[config.mk]
export PLATFORM = sky130hd
export DESIGN_NAME = syn_hazard_tracker
export DESIGN_NICKNAME = d
export VERILOG_FILES = /design/src/rtl/core_pkg.sv /design/src/rtl/cmb_fwd_select.sv /design/src/rtl/syn_hazard_tracker.sv
export SDC_FILE = /design/constraint.sdc
export NUM_CORES = 1
export LEC_CHECK = 0
export ABC_AREA = 1
export CORE_UTILIZATION = 55
export CTS_BUF_LIST = sky130_fd_sc_hd__clkbuf_2 sky130_fd_sc_hd__clkbuf_4 sky130_fd_sc_hd__clkbuf_8
export CTS_CLUSTER_DIAMETER = 200
export DETAILED_ROUTE_END_ITERATION = 8
export HOLD_SLACK_MARGIN = 0.15
export PLACE_DENSITY_LB_ADDON = 0.2
export SYNTH_ARGS = -nofsm -noshare
export SYNTH_HDL_FRONTEND = slang
export SYNTH_HIERARCHICAL = 1
export SYNTH_SLANG_ARGS = --single-unit
[constraint.sdc]
create_clock -name clk -period 2.1 [get_ports clk]
set_input_delay 0.315 -clock clk [delete_from_list [all_inputs] [get_ports clk]]
set_output_delay 0.315 -clock clk [all_outputs]
set_load 0.02 [all_outputs]
[src/rtl/core_pkg.sv]
// core_pkg: shared hazard-tracker types, encodings and parameter legality checks.
package core_pkg;
    localparam int RA_BIT     = 5;
    localparam int FWD_SEL_RF = 0;
    typedef struct packed {
        logic              valid;
        logic [RA_BIT-1:0] dest;
        logic              is_load;
    } hz_entry_t;
    function automatic bit stages_legal(input int s);
        return s >= 1 && s <= 7;
    endfunction
    function automatic bit srcs_legal(input int n);
        return n >= 1 && n <= 4;
    endfunction
    function automatic bit load_stage_legal(input int l, input int s);
        return l >= 1 && l <= s;
    endfunction
endpackage

[src/rtl/cmb_fwd_select.sv]
// cmb_fwd_select: per-port youngest-writer search returning forwarding select and load-use hazard.
module cmb_fwd_select
    import core_pkg::*;
#(
    parameter int STAGES     = 3,
    parameter int LOAD_STAGE = 2,
    parameter int SEL_BIT    = 2
) (
    input  hz_entry_t [STAGES:1] i_entry,
    input  logic [RA_BIT-1:0]    i_req,
    output logic [SEL_BIT-1:0]   o_sel,
    output logic                 o_hazard
);
    // Walk oldest to youngest so the smallest matching stage is the last one written.
    always_comb begin
        o_sel    = SEL_BIT'(FWD_SEL_RF);
        o_hazard = 1'b0;
        for (int k = STAGES; k >= 1; k--)
            if (i_req != '0 && i_entry[k].valid && i_entry[k].dest == i_req) begin
                o_sel    = SEL_BIT'(k);
                o_hazard = i_entry[k].is_load && (k < LOAD_STAGE);
            end
    end
endmodule

[src/rtl/syn_hazard_tracker.sv]
// syn_hazard_tracker: in-flight write scoreboard driving forwarding selects and load-use stall.
module syn_hazard_tracker
    import core_pkg::*;
#(
    parameter int STAGES     = 3,
    parameter int SRCS       = 2,
    parameter int RA_BIT     = core_pkg::RA_BIT,
    parameter int LOAD_STAGE = 2,
    localparam int SEL_BIT   = $clog2(STAGES + 1)
) (
    input  logic                     clk,
    input  logic                     rst,
    input  logic                     en,
    input  logic                     flush,
    input  logic                     id_valid,
    input  logic                     id_w_en,
    input  logic [RA_BIT-1:0]        id_req_w,
    input  logic                     id_is_load,
    input  logic [SRCS*RA_BIT-1:0]   id_req,
    output logic                     stall,
    output logic [SRCS*SEL_BIT-1:0]  fwd_sel,
    output logic [SEL_BIT-1:0]       inflight
);
    if (!stages_legal(STAGES)) begin : g_bad_stages
        $error("STAGES out of range");
    end
    if (!srcs_legal(SRCS)) begin : g_bad_srcs
        $error("SRCS out of range");
    end
    if (!load_stage_legal(LOAD_STAGE, STAGES)) begin : g_bad_load
        $error("LOAD_STAGE out of range");
    end
    if (RA_BIT != core_pkg::RA_BIT) begin : g_bad_ra
        $error("RA_BIT must match the entry type width");
    end
    hz_entry_t [STAGES:1] r_entry;
    hz_entry_t            w_new;
    logic [SRCS-1:0]      w_hazard;
    for (genvar i = 0; i < SRCS; i++) begin : g_port
        cmb_fwd_select #(
            .STAGES    (STAGES),
            .LOAD_STAGE(LOAD_STAGE),
            .SEL_BIT   (SEL_BIT)
        ) u_sel (
            .i_entry (r_entry),
            .i_req   (id_req[i*RA_BIT +: RA_BIT]),
            .o_sel   (fwd_sel[i*SEL_BIT +: SEL_BIT]),
            .o_hazard(w_hazard[i])
        );
    end
    assign stall = id_valid && !flush && |w_hazard;
    // A stalled or flushed slot enters as a bubble while older entries keep moving.
    assign w_new = '{valid:   id_valid && id_w_en && id_req_w != '0 && !stall && !flush,
                     dest:    id_req_w,
                     is_load: id_is_load};
    always_ff @(posedge clk) begin
        if (rst)
            r_entry <= '0;
        else if (en) begin
            for (int k = STAGES; k >= 2; k--)
                r_entry[k] <= r_entry[k-1];
            r_entry[1] <= w_new;
        end
    end
    always_comb begin
        inflight = '0;
        for (int k = 1; k <= STAGES; k++)
            inflight = inflight + SEL_BIT'(r_entry[k].valid);
    end
endmodule

# Word level (Yosys, flattened, before mapping)
# Index checks and enable logic that the tools add are counted.
# totals
reg_bits	19
input_bits	22
output_inout_bits	7
wordCells	47
# classes
addsub	2
n_eq_ne	6
mux	8
n_reduce_logical	24
# op_table
operator	count
equality test 5 bit	6
logical AND 1 bit	18
nonzero test 5 bit	3
two-way mux 2 bit	6
adder 1 x 1 -> 2 bit	1
adder 2 x 1 -> 2 bit	1
zero test 1 bit	2
two-way mux 1 bit	2
OR reduction 2 bit	1

# Longest topological paths before layout
# Gate-level depths: netlist (run 1).
# depth
depth_word	9
ltp_mapped	13
mapped_depth_nobuf	13

# By module
# Netlist (run 1), hierarchy kept.
# by_module_without_submodules
module	instances	cells_per_inst	area_per_inst_um2	seq_area_each_um2
syn_hazard_tracker	1	103	784.5	420.4
cmb_fwd_select	2	83	332.8	0.0

# Worst setup path after synthesis (run 1)
# Ideal clock, no wire load.
# synth_path
kind	reg-to-output
from	reg r_entry[6] (netlist bit)
to	out stall
t_arrival_ns	1.213
required_time_ns	1.785
setup_slack_ns	0.572
path_stages_with_launch	9
path_buffers	0
cell_sequence	dfxtp_1 o21ai_0 nor2_1 nand2_1 nor2_2 inv_1 nor2_2 nor2_1 nor2_1
# synth_via
elab_chain_len	5
elab_cells_between_ends	8
cone_classes	mux: 2; reduce/logical: 6
# synth_rtl
item	line	source
from (decl)	syn_hazard_tracker.sv:36	hz_entry_t [STAGES:1] r_entry;
from (signal, indexed assignment)	syn_hazard_tracker.sv:61	r_entry[k] <= r_entry[k-1];
logical AND 1 bit (2 in a row)	cmb_fwd_select.sv:19	if (i_req != '0 && i_entry[k].valid && i_entry[k].dest == i_req) begin
two-way mux 1 bit	cmb_fwd_select.sv:19	
net w_hazard[1]	syn_hazard_tracker.sv:38	logic [SRCS-1:0] w_hazard;
OR reduction 2 bit	syn_hazard_tracker.sv:51	assign stall = id_valid && !flush && |w_hazard;
logical AND 1 bit	syn_hazard_tracker.sv:51	
to (decl)	syn_hazard_tracker.sv:20	output logic stall,
# The timed path passes the listed nets, and every way through them passes these cells.

# Worst setup path in the final report (run 1)
# layout_path
from	reg r_entry[6] (netlist bit)
to	out inflight[0]
# layout_via
elab_chain_len	2
# layout_rtl
item	line	source
adder 1 x 1 -> 2 bit	syn_hazard_tracker.sv:68	inflight = inflight + SEL_BIT'(r_entry[k].valid);
adder 2 x 1 -> 2 bit	syn_hazard_tracker.sv:68	
to (decl)	syn_hazard_tracker.sv:22	output logic [SEL_BIT-1:0] inflight
# Every way passes these cells.

==> out/summary.md, run 1 <==
The run gives 0 as the max-capacitance violation count. Cells with a size suffix above 1 make up 16.2% of the layout. In this run, the number of DRC markers left after iteration 0 of detailed routing was 35. The cell sitting at the root of the clock tree is a sky130_fd_sc_hd__clkbuf_4. The die width works out to 52.2 um. The tools report the wire length of the first global-routing pass as 5710 um.

The tightest min-delay check is of the reg -> reg type. The total power divided by cell area came out at 411 nW/um^2. The average footprint of a synthesized cell is 5.31 um^2, and the count of buffers inserted at the top-level ports is 28.

For the deepest level of the CTS H-tree, the log shows 1. The die is 52.2 um tall. The tools report the post-CTS resize count as 23. The run finished with clean final reports. After routing, the total negative slack on setup checks comes to 0 ps. For the global placer's final weighted congestion, the log shows 0.894. The netlist area before placement came out at 1390 um^2. The run gives 122 ps as the smallest setup slack after layout. The logs give 0.966 nW for the static leakage and 0 for the post-CTS setup buffer count. The initial antenna violation count was 0.

The tools report the maximum clock rate as 506 MHz. The detailed-route DRC error count came out at 0. Synthesis produced a netlist with a net count of 284.

The clock reaches the later pin of the worst-skew pair after 290 ps. The register with the most flip-flops in the layout has 19 of them. The logs give 0.214 mW for the power dissipated by switching net loads and 0 for the number of setup violations in the final report.

The routed wire length is 3430 um. The normalized max-slew margin is 57.1%, and the sum of overflow across all layers after global routing is 0. The tools report the number of buffers added by the clock tree synthesis step as 3.

Setup repair after global routing left no endpoint under its margin. Once layout is complete, the utilization of the core stands at 80.9%. Number of fillers in the final layout: 182.

Dividing the detail-routed wire length by the instance count gives 10.2 um. For the first-pass iteration count of the detailed router, the log shows 4. The transition time of the tightest slew-check pin is 641 ps.

Via count of the first global-routing pass: 1403. The worst setup path is captured at a primary output. The CTS clock-pin slew for the worst setup and hold paths came out at 100 ps. The HPWL after detailed placement is 2730 um. The clock arrives with 0.908 ps of skew. TritonCTS built the clock tree. The register name with the most flops is r_entry.

In this run the remaining antenna-violating nets after routing total 0. Dividing the detail-routed via count by the number of cells gives 4.90. The clock passes through at most 2 buffers. The largest driver fanout on the critical path was 3; the number of antenna cells inserted was 0. In the final layout, the registers with the most flip-flops are r_entry x19. For this design the top-level I/O count stands at 29. Entering global routing, the biggest net connects 20 pins. The worst-case IR drop observed on VDD is 440 uV. The final period demand of the worst path was 1980 ps. The cell count after synthesis came out at 261. For this run, the post-layout net count is 332. For this run, the number of Yosys warnings is 6.

The logs give 2300 um^2 for the placeable core region and 0 for the number of buffers inserted for hold repair after clock tree synthesis. The floorplan die area was 2720 um^2; the area occupied by multi-input gates was 825 um^2. Summing internal, switching and leakage power gives 0.763 mW.

The sink count of the clock tree was 19; the required time of the critical path was 1780 ps. The tools report the part of the total power dissipated in the clock network as 25.3%. Global routing used 28.4% of the available tracks across all layers. The number of endpoints with negative hold slack in the final report is 0. The starting density of the core came out at 60.3%.

The internal portion of total power came out at 0.549 mW. Final max-slew violation count: 0. The run gives 51.1% as the sequential cell fraction of total power.

The post-route fraction of the period consumed by the critical path is 94.2%. The worst setup path is of the reg -> out kind. The total area of sequential cells came out at 384 um^2. The switching power as a share of total power was 28.1%; the post-placement worst setup slack was -465 ps. The logs give 23.6% for the share of power burned in combinational logic and 1647 for the total vias in the final route.

Data arrives at the worst endpoint at 1660 ps. The initialized floorplan defines 17 standard-cell rows. STA classifies the critical path startpoint as a flop. Compared with the post-synthesis result, the final layout area differs by 34.1%.
==> cell type report <==
cell class,count,area share [%]
clock buffers,4,1.62
inverters,40,8.08
multi-input cells,196,44.4
flip-flops and latches,19,20.7
well taps,28,1.89
repair buffers,49,23.4
==> per-layer routing <==
| layer | vias up | wire length [um] | global-route usage, % |
|---|---|---|---|
| met3 | 4 | 276 | 4.35 |
| met4 | 0 | 49 | 8.77 |
| met2 | 57 | 1630 | 48.5 |
| met5 | - | 0 | 0 |
| li1 | 873 | - | - |
| met1 | 713 | 1470 | 36.4 |
==> cells in the final DEF, fill, tap and decap left out <==
master and count:
sky130_fd_sc_hd__nand2_1 119, sky130_fd_sc_hd__nor2_1 35, sky130_fd_sc_hd__inv_1 30, sky130_fd_sc_hd__buf_4 22
sky130_fd_sc_hd__a21oi_1 18, sky130_fd_sc_hd__dfxtp_1 16, sky130_fd_sc_hd__clkdlybuf4s50_1 11, sky130_fd_sc_hd__inv_2 10
sky130_fd_sc_hd__dlymetal6s2s_1 9, sky130_fd_sc_hd__nor2_2 7, sky130_fd_sc_hd__o21ai_1 6, sky130_fd_sc_hd__clkbuf_4 4
sky130_fd_sc_hd__buf_2 4, sky130_fd_sc_hd__nand3_1 3, sky130_fd_sc_hd__dlygate4sd2_1 3, sky130_fd_sc_hd__dfxtp_2 3
sky130_fd_sc_hd__o21ai_0 2, sky130_fd_sc_hd__xor2_1 2, sky130_fd_sc_hd__and3_1 2, sky130_fd_sc_hd__a211oi_1 1
sky130_fd_sc_hd__fa_1 1
==> final timing paths <==
kind | slack (ps) | end | startpoint | depth (start not counted)
max | 120 | inflight[0] | r_entry[6] | 3
min | 510 | r_entry[1] | r_entry[1] | 2
max reg2reg | 650 | r_entry[6] | r_entry[4] | 12
min reg2reg | 510 | r_entry[1] | r_entry[1] | 2
==> power groups by stage <==
stage	combinational (mW)	clock, mW	sequential, mW
floorplan	0.0928	0	0.392
global placement	0.181	0	0.397
detailed placement	0.183	0	0.397
CTS	0.182	0.197	0.389
global route	0.202	0.213	0.392
finish	0.180	0.193	0.390
==> per-stage QoR <==
step                instance area (um^2)  cells  hold WS [ps]
floorplan                           1390    261           393
finish                              1860    336           512
global placement                    1830    332           466
detailed placement                  1830    332           503
global route                        1860    336           532
CTS                                 1840    336           520
==> worst max-delay path: stages, from the launching register on <==
cell                            delay (ps)
sky130_fd_sc_hd__dfxtp_1               360
sky130_fd_sc_hd__buf_4                 160
sky130_fd_sc_hd__fa_1                  530
sky130_fd_sc_hd__dlygate4sd2_1         330
Power figures use the tool's default switching activity.
==> run 2: changes to the inputs <==
Settings changed: CTS_CLUSTER_DIAMETER 200 to 40, SKIP_LAST_GASP from default to 1.
==> out/summary.md, run 2 (synthesized netlist as in run 1, its figures left out) <==
The starting density of the core was 60.3% (unchanged); the wire length of the first global-routing pass was 5710 um (unchanged). The dominant cell type by count on the critical path is sky130_fd_sc_hd__nor2_2. The sink count of the clock tree was 19 (unchanged); the maximum number of pins on one net before global-route repair was 20 (unchanged).

Routed via count divided by cell count: 4.88 (-0.36%). For the deepest level of the CTS H-tree, the log shows 1 (unchanged). The run gives 0 (unchanged) as the max-capacitance violation count. In this run the clock root is driven by a sky130_fd_sc_hd__clkbuf_4. The clock tree buffer depth came out at 2 (unchanged). The floorplan die area was 2720 um^2 (unchanged); the number of buffers added by the clock tree synthesis step was 3 (unchanged). For the post-CTS setup buffer count, the log shows 0 (unchanged).

The number of buffer and inverter instances along the worst setup path was 2 (unchanged). For the critical path data arrival time, the log shows 1690 ps (+30 ps). The post-placement worst setup slack was -465 ps (unchanged). In this run the worst hold path is classified as reg -> reg.

The initial antenna violation count is 0 (unchanged), and the largest stage delay on the critical path is 480 ps (-50 ps). The clock network latency to the later pin of the worst-skew pair was 290 ps (about the same); the routed wire length was 3420 um (-0.29%). The I/O pin count is 29 (unchanged). STA classifies the critical path startpoint as a flop. The via count of the first global-routing pass is 1403 (unchanged). The logs give 37 (+5.7%) for the first-iteration detailed-routing DRC count and 56.7% (-0.40 points) for the normalized max-slew margin. The placeable core region was 2300 um^2 (unchanged); the first-pass iteration count of the detailed router was 4 (unchanged). The total negative setup slack is 0 ps (unchanged), and the setup skew after layout is 1.09 ps (+0.182 ps). The run finished with clean final reports.

The all-layer global routing usage is 28.4% (unchanged), and the share of final-layout standard cells stronger than drive strength 1 is 15.3% (-0.97 points). The tools report the maximum clock rate as 500 MHz (-1.2%). The signal on the critical path passes through o21ai_1 > nor2_1 > nand2_1 > nor2_2 > inv_1 > nor2_2 > nor2_2 > nor2_1 > buf_4. The post-detailed-route count of antenna-violating nets is 0 (unchanged). The row count came out at 17 (unchanged). Ranked by flip-flop count, first place goes to r_entry. The smallest setup slack after layout is 98.3 ps (-23.7 ps). The total vias in the final route is 1641 (-0.36%). The area growth from synthesis to layout was 34.1% (unchanged); the average detailed-routed wire length per instance was 10.2 um (-0.29%). The final period demand of the worst path came out at 2000 ps (+23.7 ps). The number of antenna cells inserted is 0 (unchanged), and the number of buffers inserted for hold repair after clock tree synthesis is 0 (unchanged).

The die width was 52.2 um (unchanged); the highest ir drop seen on vdd was 440 uV (about the same). The CTS clock-pin slew for the worst setup and hold paths is 100 ps (about the same), and the sum of overflow across all layers after global routing is 0 (unchanged). The kind of end point of the critical path was a primary output. Count of buffers inserted at the top-level ports: 28 (unchanged). The static leakage was 0.972 nW (+0.70%).

The cell family with the largest share of critical-path delay was simple AND/OR/NAND/NOR gates. Number of setup violations in the final report: 0 (unchanged). The total power divided by cell area was 411 nW/um^2 (about the same).

The final max-slew violation count is 0 (unchanged). For this design, the slowest cell found on the critical path is sky130_fd_sc_hd__dfxtp_1. The height of the die works out to 52.2 um (unchanged). In the final layout, the registers with the most flip-flops are r_entry x19. The library cell used most frequently in the layout, excluding fill and tap cells, is sky130_fd_sc_hd__nand2_1. The category of the most critical setup path is reg -> out.

The largest driver fanout on the critical path was 6 (+3); the required time of the critical path was 1780 ps (about the same). Setup repair after global routing could not meet its margin everywhere. TritonCTS built the clock tree. The net count of the finished layout came out at 332 (unchanged).

The post-route fraction of the period consumed by the critical path was 95.3% (+1.1 points); the detailed-route DRC error count was 0 (unchanged). Leaving out fill and tap cells, the most frequent cells in the layout are sky130_fd_sc_hd__nand2_1, sky130_fd_sc_hd__nor2_1, sky130_fd_sc_hd__inv_1, sky130_fd_sc_hd__buf_4, sky130_fd_sc_hd__dfxtp_1. The logs give 2730 um (unchanged) for the final HPWL from detailed placement and 0 (unchanged) for the number of endpoints with negative hold slack in the final report. The transition time of the tightest slew-check pin is 647 ps (+6.01 ps), and the global placer's final weighted congestion is 0.894 (unchanged). The number of flip-flops in the largest register came out at 19 (unchanged).
## run 2: per-stage QoR
step	util, %	hold WS, ps	instances	cell area [um^2]	total power [mW]
final	80.9	514	336	1860	0.763
after global routing	80.9	532	336	1860	0.806
after CTS	80.1	520	336	1840	0.769
after detailed placement	79.5	503	332	1830	0.580
after global placement	79.5	466	332	1830	0.578
after floorplan	-	393	261	1390	0.485
## run 2: power breakdown
group | switching (mW) | internal [mW]
sequential | 0.0172 | 0.372
clock | 0.107 | 0.0867
combinational | 0.0908 | 0.0897
total | 0.215 | 0.549
## run 2: path summary, 6_finish.rpt
path / slack (ps) / startpoint / depth (start not counted) / to
max: 100 / r_entry[2] / 9 / stall
min: 510 / r_entry[0] / 2 / r_entry[0]
max reg2reg: 600 / r_entry[2] / 11 / r_entry[6]
min reg2reg: 510 / r_entry[0] / 2 / r_entry[0]
## run 2: repair_timing
item / CTS / global route
resized for setup: 20 / 14
setup endpoints to repair: 6 / 6
cloned: 0 / 0
## run 2: worst reg2reg max path, cell delays in order, from the launching register on
cell and delay, ps:
sky130_fd_sc_hd__dfxtp_1 480, sky130_fd_sc_hd__nand2_1 80, sky130_fd_sc_hd__and3_1 150, sky130_fd_sc_hd__nand2_1 70
sky130_fd_sc_hd__nor2_2 40, sky130_fd_sc_hd__inv_1 120, sky130_fd_sc_hd__nor2_2 60, sky130_fd_sc_hd__nor2_2 130
sky130_fd_sc_hd__nand2_1 70, sky130_fd_sc_hd__nor2_1 80, sky130_fd_sc_hd__nand2_1 50, sky130_fd_sc_hd__a21oi_1 110
## run 2: metal layers
layer,global-route usage [%],vias up,part of all wire (%)
met1,36.4,710,44
met2,48.5,54,48
met4,8.77,0,1.4
met3,4.35,4,7.2
li1,-,873,-
met5,0,-,0
## run 2: final cells by class
cell class | count | area (um^2)
fill | 186 | 439
timing repair buffer | 49 | 438
inverter | 40 | 150
clock buffer | 4 | 30.0
tap | 28 | 35.0
multi-input combinational | 196 | 825
sequential | 19 | 380
==> run 3: changes to the inputs <==
Settings changed: PLACE_DENSITY from default to 0.8, PLACE_DENSITY_LB_ADDON 0.2 to default.
==> out/summary.md, run 3 (synthesized netlist as in run 1, its figures left out) <==
The logs give 5700 um (-0.12%) for the wire length of the first global-routing pass and 497 ps (-17.0 ps) for the worst hold slack. The net count of the finished layout was 333 (+0.30%); the area growth from synthesis to layout was 33.5%. Number of endpoints with negative hold slack in the final report: 0 (unchanged).

The max-capacitance violation count was 0 (unchanged); the sink count of the clock tree was 19 (unchanged). The worst setup path is launched from a primary input. The global placer's final weighted congestion was 0.930 (+4.0%); the hold path depth was 2 (unchanged). The run gives 3470 um (+1.4%) as the routed wire length. TritonCTS built the clock tree. For the number of buffers added by the clock tree synthesis step, the log shows 3 (unchanged). met2 is the most crowded layer.

The CTS clock-pin slew for the worst setup and hold paths was 110 ps (about the same); the floorplan die area was 2720 um^2 (unchanged). For the normalized max-slew margin, the log shows 54.2% (-2.5 points). The clock tree buffer depth was 2 (unchanged). The tools report the overall power as 0.754 mW (-1.2%). Required time of the critical path: 1780 ps (about the same). The die width is 52.2 um (unchanged), and the total power divided by cell area is 408 nW/um^2 (-0.77%). The tools report the final max-slew violation count as 0 (unchanged). For the first-pass iteration count of the detailed router, the log shows 5 (+1).

Average detailed-routed wire length per instance: 10.3 um (+1.1%). The post-route fraction of the period consumed by the critical path works out to 97.3% (+2.0 points). The number of flip-flops in the largest register was 19 (unchanged). In the final layout, the registers with the most flip-flops are r_entry x19. The highest ir drop seen on vdd is 548 uV (+24%), and the final period demand of the worst path is 2040 ps (+42.6 ps).

The tools report the number of setup violations in the final report as 0 (unchanged). For the post-detailed-route count of antenna-violating nets, the log shows 0 (unchanged). Leaving out fill and tap cells, the most frequent cells in the layout are sky130_fd_sc_hd__nand2_1, sky130_fd_sc_hd__nor2_1, sky130_fd_sc_hd__inv_1, sky130_fd_sc_hd__buf_4.

The tools report the number of antenna cells inserted as 0 (unchanged). The count of buffers inserted at the top-level ports is 28 (unchanged), and the transition time of the tightest slew-check pin is 684 ps (+36.9 ps). The kind of end point of the critical path was a primary output.

For the starting density of the core, the log shows 60.3% (unchanged). The critical path is of the in -> out type. The most common library cell in the layout ignoring fill and taps was sky130_fd_sc_hd__nand2_1. The number of fillers in the final layout came out at 185 (-0.54%). The initial antenna violation count is 0 (unchanged), and the placeable core region is 2300 um^2 (unchanged). Setup repair after global routing could not meet its margin everywhere. Largest driver fanout on the critical path: 2 (-4).

The tools report the routing usage on met3 as 3.48% (-0.87 points). The length in cells of the worst reg-to-reg path was 11 (unchanged); the number of buffers inserted for hold repair after clock tree synthesis was 0 (unchanged). The sum of overflow across all layers after global routing is 0 (unchanged). The height of the die works out to 52.2 um (unchanged).

Clock tree synthesis selected as its root buffer the cell sky130_fd_sc_hd__clkbuf_4. The maximum clock rate was 489 MHz (-2.1%); the setup skew after layout was 6.50 ps (+5.41 ps). The run gives 2800 um (+2.4%) as the final HPWL from detailed placement. The detailed-route DRC error count was 0 (unchanged).

The met2 usage in global routing is 49.1% (+0.64 points), and the total negative setup slack is 0 ps (unchanged). The all-layer global routing usage came out at 28.2% (-0.20 points). The post-CTS setup buffer count was 0 (unchanged); the static leakage was 0.923 nW (-5.1%). The row count was 17 (unchanged). The tools report the via count of the first global-routing pass as 1344 (-4.2%). The total vias in the final route was 1628 (-0.79%); the post-CTS resize count was 23 (+15%). In this run the worst hold path is classified as reg -> reg. The maximum number of pins on one net before global-route repair is 21 (+5.0%), and the clock network latency to the later pin of the worst-skew pair is 290 ps (about the same). The share of final-layout standard cells stronger than drive strength 1 is 15.9% (+0.60 points). The I/O pin count was 29 (unchanged); the deepest level of the CTS H-tree was 1 (unchanged). The routed via count divided by cell count is 4.83 (-1.1%). The tools report the critical path data arrival time as 1730 ps (+40 ps). The flow ran to the end, and the final reports show no timing, DRC or antenna violations. Met1 capacity usage during global routing: 35.8% (-0.60 points). The register name with the most flops was r_entry. The first-iteration detailed-routing DRC count was 60 (+62%).
[run 3: changes by cell type in the layout (fill, tap and decap cells not counted), sizes merged]
cell	previous run	this run
clkbuf	4	3
dlymetal6s2s	10	4
dlygate4sd2	2	4
clkdlybuf4s50	11	15
buf	26	27
clkinv	0	1
[run 3: layout make-up]
class | instances | area, um^2 | area share [%]
clock buffer | 3 | 22.5 | 1.22
clock inverter | 1 | 5.00 | 0.271
inverter | 40 | 150 | 8.12
multi-input combinational | 196 | 825 | 44.6
sequential | 19 | 382 | 20.6
tap | 28 | 35.0 | 1.89
timing repair buffer | 50 | 430 | 23.3
[run 3: final timing paths]
kind | start | slack (ps) | to
worst min register to register | r_entry[0] | 500 | r_entry[0]
worst max register to register | r_entry[2] | 650 | r_entry[6]
worst min-delay path | r_entry[0] | 500 | r_entry[0]
worst max-delay path | id_req[2] | 60 | stall
[run 3: worst max-delay path, cell delays in order]
cell and delay [ps]:
sky130_fd_sc_hd__clkdlybuf4s50_1 500, sky130_fd_sc_hd__buf_4 120, sky130_fd_sc_hd__nor2_1 30, sky130_fd_sc_hd__nand3_1 110, sky130_fd_sc_hd__nand2_1 80, sky130_fd_sc_hd__nor2_2 110, sky130_fd_sc_hd__inv_1 90, sky130_fd_sc_hd__nor2_2 80
sky130_fd_sc_hd__nor2_1 50, sky130_fd_sc_hd__nor2_1 100, sky130_fd_sc_hd__buf_4 140
[run 3: report_power, final]
part / internal [mW] / switching [mW]
registers: 0.373 / 0.0179
logic: 0.0900 / 0.0903
clock network: 0.0708 / 0.112
total: 0.533 / 0.220
[run 3: metal layers]
| metal | part of all wire (%) | vias to the layer above |
|---|---|---|
| met1 | 45 | 706 |
| met3 | 5.1 | 4 |
| met5 | 0 | - |
| li1 | - | 872 |
| met2 | 49 | 46 |
| met4 | 0.84 | 0 |
[run 3: stage by stage]
stage / util [%] / setup slack, ps / area, um^2 / std cells
after detailed placement: 79.8 / -429 / 1830 / 333
after floorplan: - / 572 / 1390 / 261
final: 80.5 / 55.7 / 1850 / 337
after global placement: 79.8 / -406 / 1830 / 333
after CTS: 80.3 / -60.7 / 1850 / 337
after global routing: 80.5 / -85.8 / 1850 / 337
